**config.mk**
```make
export PLATFORM = sky130hd
export DESIGN_NAME = rotate_restorer
export DESIGN_NICKNAME = d
export VERILOG_FILES = /design/src/rtl/rotate_restorer.sv
export SDC_FILE = /design/constraint.sdc
export NUM_CORES = 1
export LEC_CHECK = 0
export CAP_MARGIN = 20
export CORE_ASPECT_RATIO = 2
export CORE_MARGIN = 2
export CORE_UTILIZATION = 41
export CTS_CLUSTER_DIAMETER = 200
export DETAILED_ROUTE_END_ITERATION = 10
export SLEW_MARGIN = 20
export SYNTH_ARGS = -nofsm -noshare
export SYNTH_HDL_FRONTEND = slang
export SYNTH_SLANG_ARGS = --single-unit
```
**constraint.sdc**
```tcl
create_clock -name clk -period 2.7 [get_ports clk]
set_clock_uncertainty 0.2 [all_clocks]
set_input_delay 0.54 -clock clk [delete_from_list [all_inputs] [get_ports clk]]
set_output_delay 0.54 -clock clk [all_outputs]
set_load 0.005 [all_outputs]
```
**src/rtl/rotate_restorer.sv**
```systemverilog
// ============================================================================
// Module   : rotate_restorer
// Purpose  : Button front end for the 16-bit rotate datapath. Debounces the
//            board buttons, holds the working word, applies left/right
//            rotations by 1 or 2 and tracks the net left rotation mod 16.
//            A restore request walks the word back to the loaded value one
//            bit per cycle along the shorter direction.
// Ports    : clk, rst_n (async, active low)
//            sw[15:0]                 value captured on load
//            BTNU/BTNL/BTNR/BTND      load / rotate left / right / restore
//            BTNC                     level: rotate by 2 instead of 1
//            led[15:0]                current word
//            offset[3:0]              net left rotation mod 16
//            busy                     high while restoring
//            restore_done             one-cycle pulse when restore completes
//            shift_count[15:0]        (ROT_COUNT_EN only) accepted rotations
// Options  : define ROT_COUNT_EN to add the saturating shift_count output.
// Revision : 1.0 - initial release
// ============================================================================
`default_nettype none

module rotate_restorer #(
  parameter int DEB_CYCLES = 500000,
  parameter int WIDTH      = 16
) (
  input  logic             clk,
  input  logic             rst_n,
  input  logic [WIDTH-1:0] sw,
  input  logic             BTNU,
  input  logic             BTNL,
  input  logic             BTNR,
  input  logic             BTNC,
  input  logic             BTND,
  output logic [WIDTH-1:0] led,
  output logic [3:0]       offset,
  output logic             busy,
  output logic             restore_done
`ifdef ROT_COUNT_EN
  ,
  output logic [15:0]      shift_count
`endif
);

  localparam int NBTN = 5;
  localparam int B_U  = 0;
  localparam int B_L  = 1;
  localparam int B_R  = 2;
  localparam int B_C  = 3;
  localparam int B_D  = 4;

  localparam int                CNT_W    = (DEB_CYCLES > 1) ? $clog2(DEB_CYCLES) : 1;
  localparam logic [CNT_W-1:0]  DEB_LAST = CNT_W'(DEB_CYCLES - 1);

  localparam logic [1:0] S_IDLE    = 2'd0;
  localparam logic [1:0] S_RESTORE = 2'd1;
  localparam logic [1:0] S_DONE    = 2'd2;

  // --------------------------------------------------------------------------
  // Input conditioning
  // --------------------------------------------------------------------------
  logic [NBTN-1:0]  btn_raw;
  logic [NBTN-1:0]  sync1_q, sync2_q;
  logic [NBTN-1:0]  deb_q, deb_d, deb_prev_q;
  logic [CNT_W-1:0] cnt_q [NBTN];
  logic [CNT_W-1:0] cnt_d [NBTN];

  assign btn_raw = {BTND, BTNC, BTNR, BTNL, BTNU};

  // The debounced level follows the synchronized input only after they have
  // disagreed for DEB_CYCLES consecutive cycles; any agreeing cycle restarts.
  always_comb begin
    for (int b = 0; b < NBTN; b++) begin
      cnt_d[b] = cnt_q[b];
      deb_d[b] = deb_q[b];
      if (sync2_q[b] != deb_q[b]) begin
        if (cnt_q[b] == DEB_LAST) begin
          deb_d[b] = sync2_q[b];
          cnt_d[b] = '0;
        end else begin
          cnt_d[b] = cnt_q[b] + 1'b1;
        end
      end else begin
        cnt_d[b] = '0;
      end
    end
  end

  always_ff @(posedge clk or negedge rst_n) begin
    if (!rst_n) begin
      sync1_q    <= '0;
      sync2_q    <= '0;
      deb_q      <= '0;
      deb_prev_q <= '0;
      for (int b = 0; b < NBTN; b++) cnt_q[b] <= '0;
    end else begin
      sync1_q    <= btn_raw;
      sync2_q    <= sync1_q;
      deb_q      <= deb_d;
      deb_prev_q <= deb_q;
      for (int b = 0; b < NBTN; b++) cnt_q[b] <= cnt_d[b];
    end
  end

  logic press_u, press_l, press_r, press_d;
  assign press_u = deb_q[B_U] & ~deb_prev_q[B_U];
  assign press_l = deb_q[B_L] & ~deb_prev_q[B_L];
  assign press_r = deb_q[B_R] & ~deb_prev_q[B_R];
  assign press_d = deb_q[B_D] & ~deb_prev_q[B_D];

  // --------------------------------------------------------------------------
  // Datapath and control
  // --------------------------------------------------------------------------
  logic [1:0]       state_q, state_d;
  logic [WIDTH-1:0] led_q, led_d;
  logic [3:0]       offset_q, offset_d;
  logic             busy_q, done_q;
  logic [WIDTH-1:0] rotl1, rotl2, rotr1, rotr2;
  logic             step2;

  assign rotl1 = {led_q[WIDTH-2:0], led_q[WIDTH-1]};
  assign rotl2 = {led_q[WIDTH-3:0], led_q[WIDTH-1:WIDTH-2]};
  assign rotr1 = {led_q[0],   led_q[WIDTH-1:1]};
  assign rotr2 = {led_q[1:0], led_q[WIDTH-1:2]};
  assign step2 = deb_q[B_C];

`ifdef ROT_COUNT_EN
  logic [15:0] scount_q, scount_d;
  logic [15:0] scount_inc;
  assign scount_inc = (scount_q == 16'hFFFF) ? scount_q : scount_q + 16'd1;
`endif

  always_comb begin
    state_d  = state_q;
    led_d    = led_q;
    offset_d = offset_q;
`ifdef ROT_COUNT_EN
    scount_d = scount_q;
`endif
    case (state_q)
      S_IDLE: begin
        if (press_u) begin
          led_d    = sw;
          offset_d = 4'd0;
`ifdef ROT_COUNT_EN
          scount_d = 16'd0;
`endif
        end else if (press_d) begin
          state_d = (offset_q == 4'd0) ? S_DONE : S_RESTORE;
        end else if (press_l && press_r) begin
          // Opposing requests cancel; nothing changes.
          state_d = S_IDLE;
        end else if (press_l) begin
          led_d    = step2 ? rotl2 : rotl1;
          offset_d = offset_q + (step2 ? 4'd2 : 4'd1);
`ifdef ROT_COUNT_EN
          scount_d = scount_inc;
`endif
        end else if (press_r) begin
          led_d    = step2 ? rotr2 : rotr1;
          offset_d = offset_q - (step2 ? 4'd2 : 4'd1);
`ifdef ROT_COUNT_EN
          scount_d = scount_inc;
`endif
        end
      end
      S_RESTORE: begin
        // Offsets 1..8 are closer going right, 9..15 closer going left.
        if (offset_q == 4'd0) begin
          state_d = S_DONE;
        end else if (offset_q <= 4'd8) begin
          led_d    = rotr1;
          offset_d = offset_q - 4'd1;
        end else begin
          led_d    = rotl1;
          offset_d = offset_q + 4'd1;
        end
        if (offset_d == 4'd0) state_d = S_DONE;
      end
      S_DONE:  state_d = S_IDLE;
      default: state_d = S_IDLE;
    endcase
  end

  always_ff @(posedge clk or negedge rst_n) begin
    if (!rst_n) begin
      state_q  <= S_IDLE;
      led_q    <= '0;
      offset_q <= 4'd0;
      busy_q   <= 1'b0;
      done_q   <= 1'b0;
    end else begin
      state_q  <= state_d;
      led_q    <= led_d;
      offset_q <= offset_d;
      busy_q   <= (state_d == S_RESTORE);
      done_q   <= (state_d == S_DONE);
    end
  end

`ifdef ROT_COUNT_EN
  always_ff @(posedge clk or negedge rst_n) begin
    if (!rst_n) scount_q <= 16'd0;
    else        scount_q <= scount_d;
  end
  assign shift_count = scount_q;
`endif

  assign led          = led_q;
  assign offset       = offset_q;
  assign busy         = busy_q;
  assign restore_done = done_q;

endmodule

`default_nettype wire

```
==> results.json, run 1 <==
{
  "status": "complete, no violations",
  "path_cells": "nor2_2, a21oi_4, fa_1, xnor2_1, xnor2_1, nand4_1, a21oi_1, nor2_1",
  "hp-start": "sync1_q[2]",
  "rrSetupSlack_ns": 0.30,
  "r2r_cells": 8,
  "syn-mean-instance-area_um2": 9.95,
  "synth_top_area_frac": 0.465,
  "yosysUniqueCellTypes": 63,
  "syn_inst": 746,
  "power_density_mw_per_mm2": 523,
  "hold_violations": 0,
  "areaGrowthSynthToFinish_pct": 15.9,
  "path_class": "register to register",
  "p_leak_nw": 3.67,
  "firstDrtPassIters": 4,
  "dp_hpwl_um": 11300,
  "r2r_end": "state_q[0]",
  "crit_arrival_ns": 2.49,
  "tightest_slew_ns": 0.559,
  "grt_pass1_vias": 5863,
  "postLayoutCellArea_mm2": 0.00860,
  "crit_fanout": 9,
  "clockBufferDepth": 2,
  "die_h_um": 194,
  "ys.flop_type": "dfrtp_1",
  "timing.fmax_ghz": 0.417,
  "ir_worst_vdd_uv": 334,
  "synth_top_cell_by_area": "dfrtp_1",
  "setup_viol": 0,
  "holdBufCountCts": 1,
  "hold_end": "sync2_q[2]",
  "fin_crit_ns": 2.40,
  "syn_nets": 780,
  "maxSlewHeadroom": 0.624,
  "diodes": 0,
  "crit_path_frequent_cell": "xnor2_1",
  "core_mm2": 0.0178,
  "n_fill_cell": 1647,
  "finalMaxSlewViolations": 0,
  "cp_slowest_cell": "dfrtp_1",
  "ios": 45,
  "dpl_cell_area_mm2": 0.00802,
  "multi_input_comb_area_mm2": 0.00366,
  "crit_buf_inv": 0,
  "grt_max_degree": 56,
  "clkTransAtPathRegs_ns": 0.06,
  "grtUsageTotal": 0.177,
  "synth-seq-cells": 138,
  "post-cts-setup-buffer-count": 0,
  "crit_start": "offset[0]",
  "synth-edff-count": 0,
  "seq_area_frac_synth": 0.465,
  "cts_tree": "built",
  "finalNonFillerCells": 1021,
  "grt_pass1_wl_um": 27900,
  "cp_top_family": "flip-flops",
  "drv_cap": 0,
  "wl_per_cell_um": 15.8,
  "cts_root_buffer": "clkbuf_16",
  "slowest_delay_ns": 0.50,
  "cp.required_ns": 2.79,
  "async_reset_ff_frac": 1.00,
  "worstSkewPairLatency_ns": 0.42,
  "worstHoldPathType": "register to register",
  "cp-end-kind": "register",
  "post_cts_resized": 0,
  "fp.dieArea_mm2": 0.0193,
  "synthTopCellsByArea": "dfrtp_1, nor2_1, xor2_1",
  "final_cell_mix": "dfrtp_1, nor2_1, nand2_1, xor2_1, xnor2_1",
  "initial_core_util": 0.417,
  "first_iter_violations": 189,
  "cts_made_buffers": 17,
  "regArea_mm2": 0.00345,
  "clock-sinks": 138,
  "nets": 829,
  "placed_cells": 988,
  "final_common_cell": "dfrtp_1",
  "hold_depth": 0,
  "grt-ovfl-total": 0,
  "rsz0062_at_grt": "no",
  "num_vias": 5595,
  "vias_per_cell": 5.48,
  "yosysWarnings": 0,
  "finalPower_mw": 4.50,
  "drive_gt1_frac": 0.116,
  "finalSetupTns_ns": 0,
  "antenna_found_initial": 0,
  "worstReg2RegStart": "offset[0]",
  "ant_nets": 0,
  "fp.dieW_um": 99.1,
  "startpoint_type": "register",
  "routabilityCongestion": 0.793,
  "io_buffers": 44,
  "rows": 69,
  "route.detailed.drc": 0,
  "syn_area_mm2": 0.00742,
  "routed_wl_um": 16100,
  "fin_crit_sh": 0.889,
  "cts_max_level": 4
}
[registers in the layout, indices dropped and copies added (netlist names)]
| signal | count |
|---|---|
| busy | 1 |
| cnt_q | 95 |
| deb_prev_q | 4 |
| deb_q | 5 |
| led | 16 |
| offset | 4 |
| restore_done | 1 |
| state_q | 2 |
| sync1_q | 5 |
| sync2_q | 5 |
[layer usage]
metal  wire length, µm  part of all wire  global-route usage  vias to the layer above
met4               304             0.019              0.0654                        0
met1              6340              0.39               0.193                     2810
met5                 0                 0                   0                        -
li1                  -                 -                   -                     2675
met3               390             0.024              0.0281                       22
met2              9050              0.56               0.335                       88
[cell families (layout without fill, tap and decap cells)]
kind of cell,after synthesis,in the layout,share of synthesized area
AO/OA/AOI/OAI,72,72,0.0743
XOR/XNOR,95,95,0.113
adder cells (fa/ha/maj),11,11,0.0206
buffers and inverters,50,112,0.0415
flip-flops,138,138,0.465
multiplexers,20,20,0.0571
AND/OR/NAND/NOR,360,360,0.228
[through the flow]
step / hold WS (ns) / util / setup slack, ns
after floorplan: 0.0444 / - / 0.340
after global placement: 0.133 / 0.451 / 0.345
after detailed placement: 0.138 / 0.451 / 0.305
after CTS: 0.153 / 0.484 / 0.288
after global routing: 0.155 / 0.484 / 0.0983
final: 0.150 / 0.484 / 0.301
[layout make-up]
cell class	instances	area share
Clock buffer	18	0.0499
Timing Repair Buffer	58	0.0653
Sequential cell	138	0.402
Inverter	22	0.00989
Clock inverter	14	0.0164
Tap cell	213	0.0310
Multi-Input combinational cell	558	0.426
[Yosys cell counts (5+ instances only)]
cell type  instances
a21oi_1           24
a32o_1            16
and3_1             9
and4_1             7
buf_2              6
buf_4             11
buf_6              7
dfrtp_1          138
ha_1               9
inv_1             19
mux4_1             5
mux4_2            11
nand2_1          104
nand3_1           37
nand4_1           20
nor2_1           129
nor3_1            12
nor4_1             8
o21ai_1            9
o21ai_2            7
xnor2_1           45
xor2_1            49
[worst max-delay path by stage]
stage,cells after the start,end,slack [ns]
floorplan,9,offset[2],0.34
detailed placement,8,state_q[0],0.31
finish,8,state_q[0],0.30
global placement,8,offset[3],0.34
CTS,8,state_q[0],0.29
global route,8,state_q[0],0.1
[power breakdown]
part | internal [mW] | switching (mW)
clock network | 1.29 | 0.943
logic | 0.0591 | 0.0876
registers | 2.09 | 0.0236
total | 3.44 | 1.05
Power figures use the tool's default switching activity.
==> inputs of run 2 (changes only) <==
- CORE_UTILIZATION: 41 -> 53
- PLACE_DENSITY: not set -> 0.72
==> run 2 against run 1 <==
Effect of this change:
- setup slack worse by 0.057 ns
- hold slack about the same
- sequential power is essentially flat
- core utilization up 14 points
- total power grew 1.5%
- sequential cell count is the same
- fmax down 2.3%
- routed wire length decreased by 0.62%
- design area down 0.20%
- sequential share of layout area grew 0.082 points
- largest cell class unchanged
- largest power group unchanged
==> results.json, run 2 (synthesized netlist as in run 1, its figures left out) <==
{
  "cp-end-kind": "register",
  "wl_per_cell_um": 16.1,
  "io_buffers": 44,
  "crit_fanout": 9,
  "top_layer_used": "met4",
  "multi_input_comb_area_mm2": 0.00366,
  "cp.required_ns": 2.84,
  "ir_worst_vdd_uv": 395,
  "vias_per_cell": 5.65,
  "diodes": 0,
  "rsz0062_at_grt": "no",
  "tightest_slew_ns": 0.569,
  "core_mm2": 0.0138,
  "finalMaxSlewViolations": 0,
  "drv_cap": 0,
  "cts_made_buffers": 17,
  "hold_violations": 0,
  "fin_util": 0.621,
  "largest_reg_flops": 95,
  "firstDrtPassIters": 5,
  "die_h_um": 171,
  "path_class": "register to register",
  "largest-register": "cnt_q",
  "post_cts_resized": 0,
  "fp.dieW_um": 87.7,
  "placed_cells": 962,
  "worstSkewPairLatency_ns": 0.42,
  "maxSlewHeadroom": 0.618,
  "regArea_mm2": 0.00345,
  "route.detailed.drc": 0,
  "first_iter_violations": 357,
  "clkTransAtPathRegs_ns": 0.06,
  "crit_arrival_ns": 2.59,
  "initial_core_util": 0.537,
  "post-cts-setup-buffer-count": 0,
  "final_common_cell": "dfrtp_1",
  "cts_max_level": 4,
  "finalPower_mw": 4.56,
  "timing.fmax_ghz": 0.407,
  "dp_hpwl_um": 11100,
  "holdWs_ns": 0.150,
  "setup_viol": 0,
  "status": "complete, no violations",
  "grt_pass1_vias": 5803,
  "routabilityCongestion": 0.907,
  "dr_wl_met3_um": 568,
  "cts_tree": "built",
  "antenna_found_initial": 0,
  "clock-sinks": 138,
  "ant_nets": 0,
  "fin_crit_ns": 2.46,
  "grt-ovfl-total": 0,
  "clockBufferDepth": 2,
  "areaGrowthSynthToFinish_pct": 15.6,
  "drive_gt1_frac": 0.114,
  "startpoint_type": "register",
  "fin_crit_sh": 0.910,
  "drt-met1-wl_um": 6000,
  "grt_pass1_wl_um": 27000,
  "n_fill_cell": 1121,
  "final_cell_mix": "dfrtp_1, nor2_1, nand2_1, xor2_1, xnor2_1",
  "num_vias": 5617,
  "holdBufCountCts": 1,
  "p_leak_nw": 3.66,
  "finalSetupTns_ns": 0,
  "routed_wl_um": 16000,
  "power_density_mw_per_mm2": 532,
  "finalNonFillerCells": 995,
  "rows": 61,
  "fp.dieArea_mm2": 0.0150,
  "route.met2.wl_um": 9130,
  "grtUsageTotal": 0.228,
  "worstHoldPathType": "register to register",
  "nets": 827,
  "cts_root_buffer": "clkbuf_16",
  "grt_max_degree": 56,
  "ios": 45
}
run 2: cell types whose count changed in the layout (fill, tap and decap cells not counted):
| cell | delta |
|---|---|
| buf_4 | -3 |
| clkinv_4 | -3 |
| clkinvlp_4 | +2 |
| inv_8 | -2 |
| buf_12 | +1 |
| bufinv_16 | +1 |
| clkbuf_8 | +1 |
| clkinv_2 | +1 |
run 2: stage by stage:
stage / worst slack [ns] / area (µm²)
6_report: 0.244 / 8580
5_1_grt: 0.0577 / 8580
4_1_cts: 0.261 / 8580
3_5_place_dp: 0.269 / 7990
3_3_place_gp: 0.377 / 7990
2_1_floorplan: 0.340 / 7420
run 2: power breakdown:
part | internal [mW] | switching (mW) | total [mW]
sequential | 2.09 | 0.0242 | 2.12
clock | 1.39 | 0.910 | 2.30
combinational | 0.0593 | 0.0867 | 0.146
total | 3.54 | 1.02 | 4.56
run 2: metal layers:
metal	global-route usage	up-vias
met3	0.0432	32
li1	-	2654
met4	0.0856	0
met1	0.245	2800
met2	0.428	131
met5	0	-
run 2: path summary, 6_finish.rpt:
check,start,end,slack [ns],depth (start not counted)
worst max register to register,offset[0],offset[2],0.24,8
worst max-delay path,offset[0],offset[2],0.24,8
max in group asynchronous,rst_n,cnt_q[62],1.20,3
min in group asynchronous,rst_n,cnt_q[78],0.45,2
worst min register to register,sync1_q[2],sync2_q[2],0.15,0
worst min-delay path,sync1_q[2],sync2_q[2],0.15,0
run 2: area by class of cell:
cell class                      instances  area share
Clock inverter                         13      0.0166
Sequential cell                       138       0.402
Clock buffer                           19      0.0516
Inverter                               22     0.00991
Tap cell                              189      0.0276
Timing Repair Buffer                   56      0.0652
Multi-Input combinational cell        558       0.427
run 2: worst max-delay path, stage by stage, from the launching register on:
cell      delay (ns)
dfrtp_1         0.50
nor2_2          0.25
a21oi_4         0.10
fa_1            0.44
xnor2_1         0.18
or3_1           0.34
o211ai_1        0.12
a211oi_1        0.11
a21oi_1         0.15
==> inputs of run 3 (changes only) <==
- CELL_PAD_IN_SITES_DETAIL_PLACEMENT: not set -> 1
- CELL_PAD_IN_SITES_GLOBAL_PLACEMENT: not set -> 2
- CORE_UTILIZATION: 53 -> 39
- PLACE_DENSITY: 0.72 -> not set
- PLACE_DENSITY_LB_ADDON: not set -> 0.1
==> run 3 against run 2 <==
Effect of this change:
- total power grew 0.98%
- core utilization is 16 points lower
- largest power group unchanged
- critical path depth unchanged
- final cell count up 7.1%
- register-to-register slack worse by 0.02 ns
- fmax down 0.71%
- global-route usage shrank 2.8 points
- setup slack worse by 0.018 ns
- non-clock buffer count grew 5
- sequential share of layout area down 0.52 points
- design area grew 1.3%
- via count grew 2.2%
==> results.json, run 3 (synthesized netlist as in run 1, its figures left out) <==
{
  "fin_crit_sh": 0.916,
  "path_class": "register to register",
  "cts_made_buffers": 17,
  "rows": 71,
  "tightest_slew_ns": 0.651,
  "cts_tree": "built",
  "drive_gt1_frac": 0.121,
  "fp.dieArea_mm2": 0.0202,
  "holdBufCountCts": 1,
  "antenna_found_initial": 0,
  "groute.layer.met3.usage": 0.0343,
  "cts_root_buffer": "clkbuf_16",
  "setup_viol": 0,
  "finalPower_mw": 4.61,
  "fp.dieW_um": 102,
  "clock-sinks": 138,
  "postLayoutCellArea_mm2": 0.00870,
  "core_mm2": 0.0187,
  "clockBufferDepth": 2,
  "grt_pass1_vias": 6217,
  "grt-ovfl-total": 0,
  "route.detailed.drc": 0,
  "dp_hpwl_um": 13400,
  "routabilityCongestion": 0.776,
  "diodes": 0,
  "status": "complete, no violations",
  "cp.required_ns": 2.80,
  "vias_per_cell": 5.38,
  "ir_worst_vdd_uv": 832,
  "firstDrtPassIters": 5,
  "crit_fanout": 9,
  "die_h_um": 199,
  "dpl_cell_area_mm2": 0.00810,
  "gr-usage-met1": 0.214,
  "holdWs_ns": 0.152,
  "num_vias": 5740,
  "placed_cells": 1033,
  "final_common_cell": "dfrtp_1",
  "finalNonFillerCells": 1066,
  "nets": 832,
  "drv_cap": 0,
  "power_density_mw_per_mm2": 530,
  "worstSkewPairLatency_ns": 0.43,
  "wl_per_cell_um": 17.6,
  "crit_arrival_ns": 2.57,
  "p_leak_nw": 3.69,
  "hold_violations": 0,
  "maxSlewHeadroom": 0.563,
  "fin_crit_ns": 2.47,
  "finalSetupTns_ns": 0,
  "fin_ws_ns": 0.227,
  "post-place-ws_ns": 0.207,
  "cts_max_level": 4,
  "ios": 45,
  "finalMaxSlewViolations": 0,
  "largest_reg_flops": 95,
  "final_cell_mix": "dfrtp_1, nor2_1, nand2_1, xor2_1, xnor2_1",
  "grtUsageTotal": 0.200,
  "fin_util": 0.464,
  "startpoint_type": "register",
  "grt_max_degree": 48,
  "io_buffers": 44,
  "areaGrowthSynthToFinish_pct": 17.2,
  "routed_wl_um": 18800,
  "worstHoldPathType": "register to register",
  "grt_pass1_wl_um": 31500,
  "rsz0062_at_grt": "no",
  "clkTransAtPathRegs_ns": 0.07,
  "timing.fmax_ghz": 0.404,
  "ant_nets": 0,
  "first_iter_violations": 169,
  "largest-register": "cnt_q",
  "cp-end-kind": "register",
  "post-cts-setup-buffer-count": 0,
  "grt_util_met2": 0.381,
  "post_cts_resized": 0,
  "initial_core_util": 0.396,
  "grt_busiest_layer": "met2"
}
-- run 3: cell count changes in the layout (fill, tap and decap cells not counted) --
cell | previous run | this run
clkinv_2 | 2 | 1
buf_12 | 2 | 1
inv_6 | 3 | 5
buf_4 | 9 | 15
clkbuf_8 | 1 | 0
clkinv_4 | 1 | 3
clkinvlp_4 | 5 | 4
clkbuf_1 | 1 | 0
-- run 3: power breakdown --
| group | switching [mW] | internal [mW] |
|---|---|---|
| clock | 0.966 | 1.37 |
| combinational | 0.0915 | 0.0590 |
| sequential | 0.0234 | 2.09 |
| total | 1.08 | 3.53 |
-- run 3: area by class of cell --
type	count	area, µm²
fillers	2090	10000
multi-input cells	558	3660
flip-flops and latches	138	3450
repair buffers	61	584
clock buffers	17	425
well taps	255	319
clock inverters	15	165
inverters	22	85.1
-- run 3: per-layer routing --
layer  share of wire  up-vias
met5               0        -
met4           0.020        0
met3           0.021       26
met2            0.58       87
met1            0.37     2948
li1                -     2679
-- run 3: worst paths after layout --
path	to	slack, ns	cells after the start	from
worst max-delay path	state_q[0]	0.23	8	offset[0]
min in group asynchronous	sync1_q[0]	0.43	2	rst_n
worst min register to register	sync2_q[2]	0.15	0	sync1_q[2]
worst max register to register	state_q[0]	0.23	8	offset[0]
max in group asynchronous	deb_q[3]	1.10	3	rst_n
worst min-delay path	sync2_q[2]	0.15	0	sync1_q[2]
-- run 3: critical path: stages, from the launching register on --
cell and delay [ns]:
dfrtp_1 0.51, nor2_2 0.26, a21oi_4 0.10, fa_1 0.44, xnor2_1 0.23, xnor2_1 0.15
nand4_1 0.15, a21oi_1 0.24, nor2_1 0.06
